===== src/rtl/rle_pkg.sv =====
// rle_pkg
//   Shared constants for the RLE stream controller: datapath widths and the
//   flush-sequencer state encoding.
//   Run words are {count[COUNT_W-1:0], byte[BYTE_W-1:0]}.
package rle_pkg;

  localparam int BYTE_W  = 8;
  localparam int COUNT_W = 16;
  localparam int WORD_W  = COUNT_W + BYTE_W;

  // Flush sequencer states.
  typedef logic [1:0] state_t;
  localparam state_t ST_IDLE      = 2'd0;
  localparam state_t ST_DRAIN     = 2'd1;
  localparam state_t ST_FLUSH_REQ = 2'd2;
  localparam state_t ST_WAIT      = 2'd3;

endpackage


===== src/rtl/sync_fifo.sv =====
// sync_fifo
//   Single-clock first-word-fall-through FIFO. The head entry is always
//   presented on rd_data. The entry behind the head is presented on
//   rd_next_data, so a consumer that registers the head can load the
//   following entry in the same cycle it pops.
// Ports
//   clk, srst     clock and synchronous active-high clear
//   wr_en/wr_data push request; ignored when full unless a pop happens too
//   rd_en         pop request; ignored when empty
//   rd_data       head entry (meaningless when empty)
//   rd_next_data  entry behind the head (meaningless unless 2+ entries)
//   full/empty    occupancy flags; single = exactly one entry held
module sync_fifo #(
  parameter int WIDTH = 8,
  parameter int DEPTH = 16
) (
  input  logic             clk,
  input  logic             srst,
  input  logic             wr_en,
  input  logic [WIDTH-1:0] wr_data,
  input  logic             rd_en,
  output logic [WIDTH-1:0] rd_data,
  output logic [WIDTH-1:0] rd_next_data,
  output logic             full,
  output logic             empty,
  output logic             single
);

  localparam int AW = $clog2(DEPTH);
  localparam int CW = AW + 1;

  logic [WIDTH-1:0] mem_q [DEPTH];
  logic [AW-1:0]    wr_ptr_q, wr_ptr_d;
  logic [AW-1:0]    rd_ptr_q, rd_ptr_d;
  logic [AW-1:0]    rd_ptr_nx;
  logic [CW-1:0]    count_q, count_d;
  logic             do_wr, do_rd;

  assign full         = (count_q == CW'(DEPTH));
  assign empty        = (count_q == '0);
  assign single       = (count_q == CW'(1));
  assign rd_ptr_nx    = rd_ptr_q + AW'(1);
  assign rd_data      = mem_q[rd_ptr_q];
  assign rd_next_data = mem_q[rd_ptr_nx];

  always_comb begin
    do_rd    = rd_en & ~empty;
    // A pop in the same cycle frees the slot, so a full FIFO may still accept.
    do_wr    = wr_en & (~full | do_rd);
    wr_ptr_d = wr_ptr_q + AW'(do_wr);
    rd_ptr_d = rd_ptr_q + AW'(do_rd);
    count_d  = count_q + CW'(do_wr) - CW'(do_rd);
  end

  always_ff @(posedge clk) begin
    if (do_wr) begin
      mem_q[wr_ptr_q] <= wr_data;
    end
  end

  always_ff @(posedge clk) begin
    if (srst) begin
      wr_ptr_q <= '0;
      rd_ptr_q <= '0;
      count_q  <= '0;
    end else begin
      wr_ptr_q <= wr_ptr_d;
      rd_ptr_q <= rd_ptr_d;
      count_q  <= count_d;
    end
  end

endmodule


===== src/rtl/rle_stream_ctrl.sv =====
// rle_stream_ctrl
//   Glue between the HPS PIO handshake lines and the RLE encoder core.
//   HPS request levels are edge-detected; written bytes are queued in an
//   input FIFO that feeds the encoder, encoder run words are queued in an
//   output FIFO whose head is registered onto hps_idata/hps_result_ready,
//   and a small sequencer runs drain -> flush pulse -> wait-for-done.
// Ports
//   clk, reset                        clock, synchronous active-high reset
//   hps_odata, hps_write_req          byte + push request level from HPS
//   hps_in_full                       HPS must not write while high
//   hps_read_req                      pop request level from HPS
//   hps_idata, hps_result_ready       registered output-FIFO head + valid
//   hps_flush                         flush request level from HPS
//   hps_rle_reset                     soft reset level from HPS
//   enc_in_data/valid/ready           byte stream into the encoder
//   enc_out_data/valid/ready          run words out of the encoder
//   enc_flush, enc_flush_done         flush pulse out, completion pulse in
//   enc_reset                         registered reset to the encoder
//   err_overflow, err_timeout         sticky error flags
module rle_stream_ctrl
  import rle_pkg::*;
#(
  parameter int IN_DEPTH      = 16,
  parameter int OUT_DEPTH     = 16,
  parameter int FLUSH_TIMEOUT = 1024
) (
  input  logic              clk,
  input  logic              reset,
  input  logic [BYTE_W-1:0] hps_odata,
  input  logic              hps_write_req,
  output logic              hps_in_full,
  input  logic              hps_read_req,
  output logic [WORD_W-1:0] hps_idata,
  output logic              hps_result_ready,
  input  logic              hps_flush,
  input  logic              hps_rle_reset,
  output logic [BYTE_W-1:0] enc_in_data,
  output logic              enc_in_valid,
  input  logic              enc_in_ready,
  input  logic [WORD_W-1:0] enc_out_data,
  input  logic              enc_out_valid,
  output logic              enc_out_ready,
  output logic              enc_flush,
  input  logic              enc_flush_done,
  output logic              enc_reset,
  output logic              err_overflow,
  output logic              err_timeout
);

  localparam int TW = $clog2(FLUSH_TIMEOUT);
  localparam logic [TW-1:0] TMO_LAST = TW'(FLUSH_TIMEOUT - 1);

  logic              soft_rst;
  logic              wr_prev_q, rd_prev_q, fl_prev_q;
  logic              wr_edge, rd_edge, fl_edge;
  state_t            state_q, state_d;
  logic [TW-1:0]     tmo_cnt_q, tmo_cnt_d;
  logic              err_overflow_q, err_overflow_d;
  logic              err_timeout_q, err_timeout_d;
  logic              result_ready_q, result_ready_d;
  logic [WORD_W-1:0] idata_q, idata_d;
  logic              enc_reset_q;

  logic              in_push, in_pop, in_full, in_empty;
  logic [BYTE_W-1:0] in_head;
  logic [BYTE_W-1:0] unused_in_next;
  logic              unused_in_single;
  logic              out_push, out_pop, out_full, out_empty, out_single;
  logic [WORD_W-1:0] out_head, out_next;

  // Hard and soft reset share one path; every combinational output is
  // forced low while either is active so nothing leaks out mid-reset.
  assign soft_rst = reset | hps_rle_reset;

  assign wr_edge = hps_write_req & ~wr_prev_q;
  assign rd_edge = hps_read_req  & ~rd_prev_q;
  assign fl_edge = hps_flush     & ~fl_prev_q;

  // Writes are refused for the whole flush sequence, not only when full.
  assign hps_in_full   = ~soft_rst & (in_full | (state_q != ST_IDLE));
  assign in_push       = ~soft_rst & wr_edge & ~hps_in_full;
  assign enc_in_valid  = ~soft_rst & ~in_empty;
  assign enc_in_data   = enc_in_valid ? in_head : '0;
  assign in_pop        = enc_in_valid & enc_in_ready;

  assign enc_out_ready = ~soft_rst & ~out_full;
  assign out_push      = enc_out_valid & enc_out_ready;
  assign out_pop       = ~soft_rst & rd_edge & result_ready_q;

  assign enc_flush        = ~soft_rst & (state_q == ST_FLUSH_REQ);
  assign enc_reset        = enc_reset_q;
  assign hps_idata        = idata_q;
  assign hps_result_ready = result_ready_q;
  assign err_overflow     = err_overflow_q;
  assign err_timeout      = err_timeout_q;

  always_comb begin
    state_d        = state_q;
    tmo_cnt_d      = tmo_cnt_q;
    err_timeout_d  = err_timeout_q;
    err_overflow_d = err_overflow_q | (wr_edge & hps_in_full);

    case (state_q)
      ST_IDLE:  if (fl_edge) state_d = ST_DRAIN;
      ST_DRAIN: if (in_empty) state_d = ST_FLUSH_REQ;
      ST_FLUSH_REQ: begin
        state_d   = ST_WAIT;
        tmo_cnt_d = '0;
      end
      ST_WAIT: begin
        if (enc_flush_done) begin
          state_d = ST_IDLE;
        end else if (tmo_cnt_q == TMO_LAST) begin
          err_timeout_d = 1'b1;
          state_d       = ST_IDLE;
        end else begin
          tmo_cnt_d = tmo_cnt_q + TW'(1);
        end
      end
      default: state_d = ST_IDLE;
    endcase

    // The registered result tracks the FIFO head. On a pop the head is
    // about to advance, so load the entry behind it directly; otherwise the
    // HPS would see the word it just consumed for one more cycle.
    if (out_pop) begin
      result_ready_d = ~out_single;
      idata_d        = out_single ? '0 : out_next;
    end else begin
      result_ready_d = ~out_empty;
      idata_d        = out_empty ? '0 : out_head;
    end
  end

  always_ff @(posedge clk) begin
    enc_reset_q <= soft_rst;
    if (soft_rst) begin
      // Load current levels so a request held through reset is not an edge.
      wr_prev_q      <= hps_write_req;
      rd_prev_q      <= hps_read_req;
      fl_prev_q      <= hps_flush;
      state_q        <= ST_IDLE;
      tmo_cnt_q      <= '0;
      err_overflow_q <= 1'b0;
      err_timeout_q  <= 1'b0;
      result_ready_q <= 1'b0;
      idata_q        <= '0;
    end else begin
      wr_prev_q      <= hps_write_req;
      rd_prev_q      <= hps_read_req;
      fl_prev_q      <= hps_flush;
      state_q        <= state_d;
      tmo_cnt_q      <= tmo_cnt_d;
      err_overflow_q <= err_overflow_d;
      err_timeout_q  <= err_timeout_d;
      result_ready_q <= result_ready_d;
      idata_q        <= idata_d;
    end
  end

  sync_fifo #(
    .WIDTH (BYTE_W),
    .DEPTH (IN_DEPTH)
  ) u_in_fifo (
    .clk          (clk),
    .srst         (soft_rst),
    .wr_en        (in_push),
    .wr_data      (hps_odata),
    .rd_en        (in_pop),
    .rd_data      (in_head),
    .rd_next_data (unused_in_next),
    .full         (in_full),
    .empty        (in_empty),
    .single       (unused_in_single)
  );

  sync_fifo #(
    .WIDTH (WORD_W),
    .DEPTH (OUT_DEPTH)
  ) u_out_fifo (
    .clk          (clk),
    .srst         (soft_rst),
    .wr_en        (out_push),
    .wr_data      (enc_out_data),
    .rd_en        (out_pop),
    .rd_data      (out_head),
    .rd_next_data (out_next),
    .full         (out_full),
    .empty        (out_empty),
    .single       (out_single)
  );

endmodule


===== config.mk =====
export PLATFORM = sky130hd
export DESIGN_NAME = rle_stream_ctrl
export DESIGN_NICKNAME = d
export VERILOG_FILES = /design/src/rtl/rle_pkg.sv /design/src/rtl/sync_fifo.sv /design/src/rtl/rle_stream_ctrl.sv
export SDC_FILE = /design/constraint.sdc
export NUM_CORES = 1
export LEC_CHECK = 0
export CORE_MARGIN = 2
export CORE_UTILIZATION = 53
export CTS_BUF_LIST = sky130_fd_sc_hd__clkbuf_8
export CTS_CLUSTER_DIAMETER = 40
export DETAILED_ROUTE_END_ITERATION = 16
export GPL_TIMING_DRIVEN = 0
export PLACE_DENSITY = 0.74
export SYNTH_ARGS = -nofsm -noshare
export SYNTH_HDL_FRONTEND = slang
export SYNTH_SLANG_ARGS = --single-unit

===== constraint.sdc =====
create_clock -name clk -period 11 [get_ports clk]
set_input_delay 1.65 -clock clk [delete_from_list [all_inputs] [get_ports clk]]
set_output_delay 1.65 -clock clk [all_outputs]
set_load 0.005 [all_outputs]

==> impl_results.md <==
- Peak supply drop: approximately 0.18 mV
- Mux cell area share after synthesis: around a quarter
- Compound-Gate Fraction of Synth Area: ~2.5%
- Drt first-iter violations: between 1500 and 2000
- Inserted Clock Buffers: 98
- Cell Pwr Density: around 150 nW/um2
- Die W: between 200 and 250 um
- Core region area: about 48000 um2
- Area of the die: between 50000 and 60000 um2
- Post-synthesis simple-gate area fraction: 3.33%
- PostCTS Resize Cnt: 0
- Layout cells sized above 1: between 20% and 30%
- Synth warn: 0
- Largest family of logic cells by synthesized area: multiplexers
- Routability cong.: 0.828
- Largest area contributor in the netlist: edfxtp_1
- Post-synth EDFFs: just over 500
- Post-Syn Nets: between 1000 and 1500
- Yosys cell types: 55
- Final hold vios: 0
- Die height: ~220 um
- Multi-input gate area: around 8400 um2
- Routed wire length: about 64000 um
- Top cell type's share of synthesized area: between 60% and 70%
- Post-synthesis adder-cell area fraction: between 1 and 1.5%
- Gr usage total: 26.1%
- Worst setup EP type: output port
- Fin. max-slew vios: 0
- Vias in the first global route: between 15000 and 20000
- Worst Hold Class: flip-flop to flip-flop
- # IOs: 81
- Post-Syn Area per Cell: between 15 and 20 um2
- XOR/XNOR share of the synthesized area: 0.616%
- Register area: approximately 17000 um2
- Finish-stage setup viols: 0
- Fillers: roughly 3300
- Clock transition at path regs: 0.06 ns
- Input/output buffers: 80
- Setup TNS: 0 ns
- Post-synth top cells: 512 x edfxtp_1, 204 x mux4_2, 98 x mux2i_1
- Ys async rst share: 0%
- Most common cell in the netlist: edfxtp_1
- Post-synthesis sequential area ratio: 65.5%
- # DRC: 0
- Pleak: a little over 9 nW
- Cells after Synth: approximately 1300
- Max Fclk: 185 MHz
- Post-CTS Setup Repair Bufs: 0
- CTS root buf: clkbuf_8
- WP buf/inv: 5
- Run status: finished, final reports clean
- ANT nets after route: 0
- RSZ-0062 raised after global routing: false
- WP data arrival: 3.75 ns
- Cts hold-fix bufs: 0
- Clock Skew: between 0.04 and 0.05 ns
- Crit path time final: between 5 and 6 ns
- Setup CP Type: primary input to output port
- Antenna diodes: 0
- First-pass GRT wire length: approximately 94000 um
- Max_cap viols: 0
- CP max stage cell: clkdlybuf4s50_1
- Hold slack: around 0.48 ns
- Worst-Skew Late Latency: slightly below 0.7 ns
- Grt met1 use: between 30% and 40%
- Met3 GRT Util: 6.02%
- Worst slew pin tran: 1.37 ns
- CTS tree: done
- Register bit count reported by yosys: 581
- Vias per Instance: 6.47
- Non-Filler Instances: roughly 2200
- Max incr delay on CP: 0.50 ns
- M2 GR Usage: a little over two fifths
- Gr busiest metal: met2
- Maximum fanout along the worst path: 10
- DP HPWL: a little over 40000 um
- TritonRoute pass-1 iters: 5
- Worst setup SP type: primary input
- Nets: 1601
- Ranking of synthesized cells by area: edfxtp_1 60%, mux4_2 18%, dfxtp_1 5.4%
- Max-slew headroom: under 10%
- Antenna violations before repair: 1
- Starting density of the core: between 50% and 60%
- Clock Tree Buf Depth: 3
- Placed Cells incl. Taps: a little over 2000
- Maximum number of pins on one net before global-route repair: 21
- Crit path cell chain: clkdlybuf4s50_1, nor2_4, inv_2, clkbuf_1, buf_1, nor2_1, clkdlybuf4s50_1
- CTS Sinks: between 500 and 600
- Area growth syn-to-layout: 15.6%
- Routed vias: about 14000
- Tcrit/Tclk final: 49.1%
- Htree depth: 3
- Top cell by count, worst path: clkdlybuf4s50_1
- GRT overflow: 0
- Delay-heaviest family, CP: buffers and inverters
- Post-synthesis instance area: between 20000 and 30000 um2
- # rows: 80
- CP Data Required Time: ~9.4 ns
- WL per Instance: 28.7 um
- Ys flop type: edfxtp_1
==> path summary, 6_finish.rpt <==
check,from,end,slack (ns),cells after the start
max,hps_rle_reset,hps_in_full,5.60,7
min,err_overflow,err_overflow,0.48,2
max reg2reg,state_q[0],u_in_fifo.mem_q[0][2],7.74,8
min reg2reg,err_overflow,err_overflow,0.48,2
==> stage by stage <==
step,worst slack [ns],area [um2],util (%),power [mW]
2_1_floorplan,6.12,25600,-,2.47
3_3_place_gp,3.11,27200,56.9,2.52
3_5_place_dp,5.58,27700,58.0,2.53
4_1_cts,5.57,29600,62.0,4.38
5_1_grt,5.47,29600,62.0,4.48
6_report,5.60,29600,62.0,4.36
==> final cells by class <==
cell class	count	area share, %
inverters	21	0.266
well taps	615	2.60
repair buffers	104	4.04
multi-input cells	634	28.4
flip-flops and latches	581	56.6
plain buffers	92	1.53
clock buffers	102	4.74
clock inverters	79	1.74
==> layout by cell type (no fill, tap or decap), types with 21 or more instances in the layout <==
cell type        count
o22ai_1             24
clkbuf_8           102
clkinv_1            21
o221ai_1            22
edfxtp_1           512
clkbuf_1            34
ha_1                26
nor2_1              38
clkdlybuf4s50_1     80
inv_1               44
buf_2               44
dfxtp_1             69
mux4_2             204
mux4_1              26
mux2i_1             98
nand2_1             36
==> logic make-up (layout without fill, tap and decap cells) <==
logic type | Yosys count | after routing
adder cells (fa/ha/maj) | 28 | 28
multiplexers | 330 | 330
AND/OR/NAND/NOR | 169 | 169
AO/OA/AOI/OAI | 89 | 89
buffers and inverters | 113 | 398
XOR/XNOR | 18 | 18
flip-flops | 581 | 581
==> power breakdown <==
group          internal [mW]  switching [mW]
Clock                  0.990           0.889
Sequential              2.40         0.00266
Combinational         0.0273          0.0486
==> worst min-delay path: stages, from the launching register on <==
cell and delay, ns:
dfxtp_1 0.33, nor2_1 0.05, nor2_1 0.07
==> layer usage <==
metal	vias up	wire [um]
met5	-	8
met4	2	2110
met3	157	5910
met2	791	31700
met1	7456	24200
li1	6005	-
==> registers in the layout (all words and copies together) (netlist names), 4 cells and up <==
| register | count |
|---|---|
| u_out_fifo.mem_q | 384 |
| u_out_fifo.rd_ptr_q | 4 |
| tmo_cnt_q | 10 |
| u_in_fifo.wr_ptr_q | 4 |
| u_in_fifo.count_q | 5 |
| hps_idata | 24 |
| u_out_fifo.count_q | 5 |
| u_in_fifo.rd_ptr_q | 4 |
| u_out_fifo.wr_ptr_q | 4 |
| u_in_fifo.mem_q | 128 |
(Power assumes the default switching activity.)
==> RTL edit, RTL diff (same settings) <==
Set the package constant `BYTE_W` to 12 (it was 8).
--- a/src/rtl/rle_pkg.sv
+++ b/src/rtl/rle_pkg.sv
@@ -5,5 +5,5 @@
 package rle_pkg;
 
-  localparam int BYTE_W  = 8;
+  localparam int BYTE_W  = 12;
   localparam int COUNT_W = 16;
   localparam int WORD_W  = COUNT_W + BYTE_W;
Ports: changed (resized enc_in_data, enc_out_data, hps_idata and hps_odata); port bits go from 81 to 97. No check against the original RTL was run, so the function may have changed too.
==> RTL edit against the unedited design <==
- worst setup slack lost 340 ps
- count of clock-buffer cells in the layout up 38
- clock skew shrank 6.0 ps
- final area rose by 23%
- maximum frequency down 5.9%
- power rose by 25%
- register-to-register slack got worse by 120 ps
- sequential cell count grew 132
- worst hold slack lost 12 ps
- cell count is 20% higher
- area after synthesis grew 22%
- wire length rose by 26%
- sequential share of layout area grew 0.34 points
- largest power group unchanged
==> RTL edit: results (changes against the unedited design) <==
| Metric | Value |
|---|---|
| Worst R2R Path Depth | 7 (was 8) |
| Layout cells sized above 1 | 0.3579 (was 0.2728) |
| DP Cell Count | 2444 (was 2047) |
| Relative slew slack | 0.03724 (was 0.08070) |
| Worst Setup EP | enc_out_ready (was hps_in_full) |
| Top cells by area, synth | edfxtp_1 (62%), mux4_2 (20%), dfxtp_1 (4.7%) (was edfxtp_1 (60%), mux4_2 (18%), dfxtp_1 (5.4%)) |
| Total power | 5.464 mW (was 4.361 mW) |
| Slowest stage delay, CP | 590 ps (was 500 ps) |
| Met2 Use GR | 0.4449 (was 0.4298) |
| Seq/Total Area, Yosys | 0.6623 (was 0.6547) |
| GRT Total Usage | 0.2721 (was 0.2614) |
| Most frequent cells after synthesis | edfxtp_1 (640), mux4_2 (284), mux2_2 (85) (was edfxtp_1 (512), mux4_2 (204), mux2i_1 (98)) |
| Hold Crit Start | err_timeout (was err_overflow) |
| Status | finished, final reports clean (unchanged) |
| Post-synthesis xor/xnor area fraction | 0.005570 (was 0.006160) |
| WL met3 | 7.838 mm (was 5.906 mm) |
| Place WS | 5258 ps (was 5577 ps) |
| LEAKAGE | 11.30 nW (was 9.230 nW) |
| Mapped Nets | 1632 (was 1397) |
| Reg2reg start | u_out_fifo.count_q[2] (was state_q[0]) |
| Drt first pass iters | 7 (was 5) |
| Reg2Reg Capture Point | hps_idata[0] (was u_in_fifo.mem_q[0][2]) |
| Max reg flops | 448 (was 384) |
| Routed wire length per instance | 30.27 um (was 28.70 um) |
| Hold depth | 1 (was 2) |
| Fill count | 3983 (was 3281) |
| Synth Area in Compound Gates | 0.02565 (was 0.02542) |
| Crit-path slowest cell | clkbuf_1 (was clkdlybuf4s50_1) |
| Post-synth EDFFs | 640 (was 512) |
| CTS buffer count | 117 (was 98) |
| DRT Wirelength | 80.83 mm (was 63.95 mm) |
| M1 GR Usage | 0.3486 (was 0.3440) |
| First-pass GRT wire length | 117.3 mm (was 94.30 mm) |
| Initial antenna violation count | 4 (was 1) |
| Hpwl dp | 51.23 mm (was 40.98 mm) |
| Layout Nets | 1876 (was 1601) |
-- RTL edit: cell type report --
class	instances	area [um^2]	area share
Tap cell	765	957.2	0.02637
Multi-Input combinational cell	717	10080	0.2778
Clock buffer	140	1927	0.05309
Inverter	22	82.58	0.002275
Clock inverter	83	575.6	0.01586
Buffer	103	536.8	0.01479
Sequential cell	713	20680	0.5698
Timing Repair Buffer	125	1449	0.03992
Antenna cell	2	5.005	0.0001379
-- RTL edit: cells by family after synthesis --
group           Yosys count
compound gates           97
xor+xnor                 19
fa+ha+maj                28
buf+inv                 125
flops                   713
mux                     398
simple gates            175
-- RTL edit: worst reg2reg max path, delay by kind of cell, from the launching register on --
kind / cells / cell delay, ps
AOI/OAI and AO/OA: 3 / 1770
buffers and inverters: 2 / 710
DFF: 1 / 340
adders and majority gates: 1 / 210
and+or+nand+nor: 1 / 200
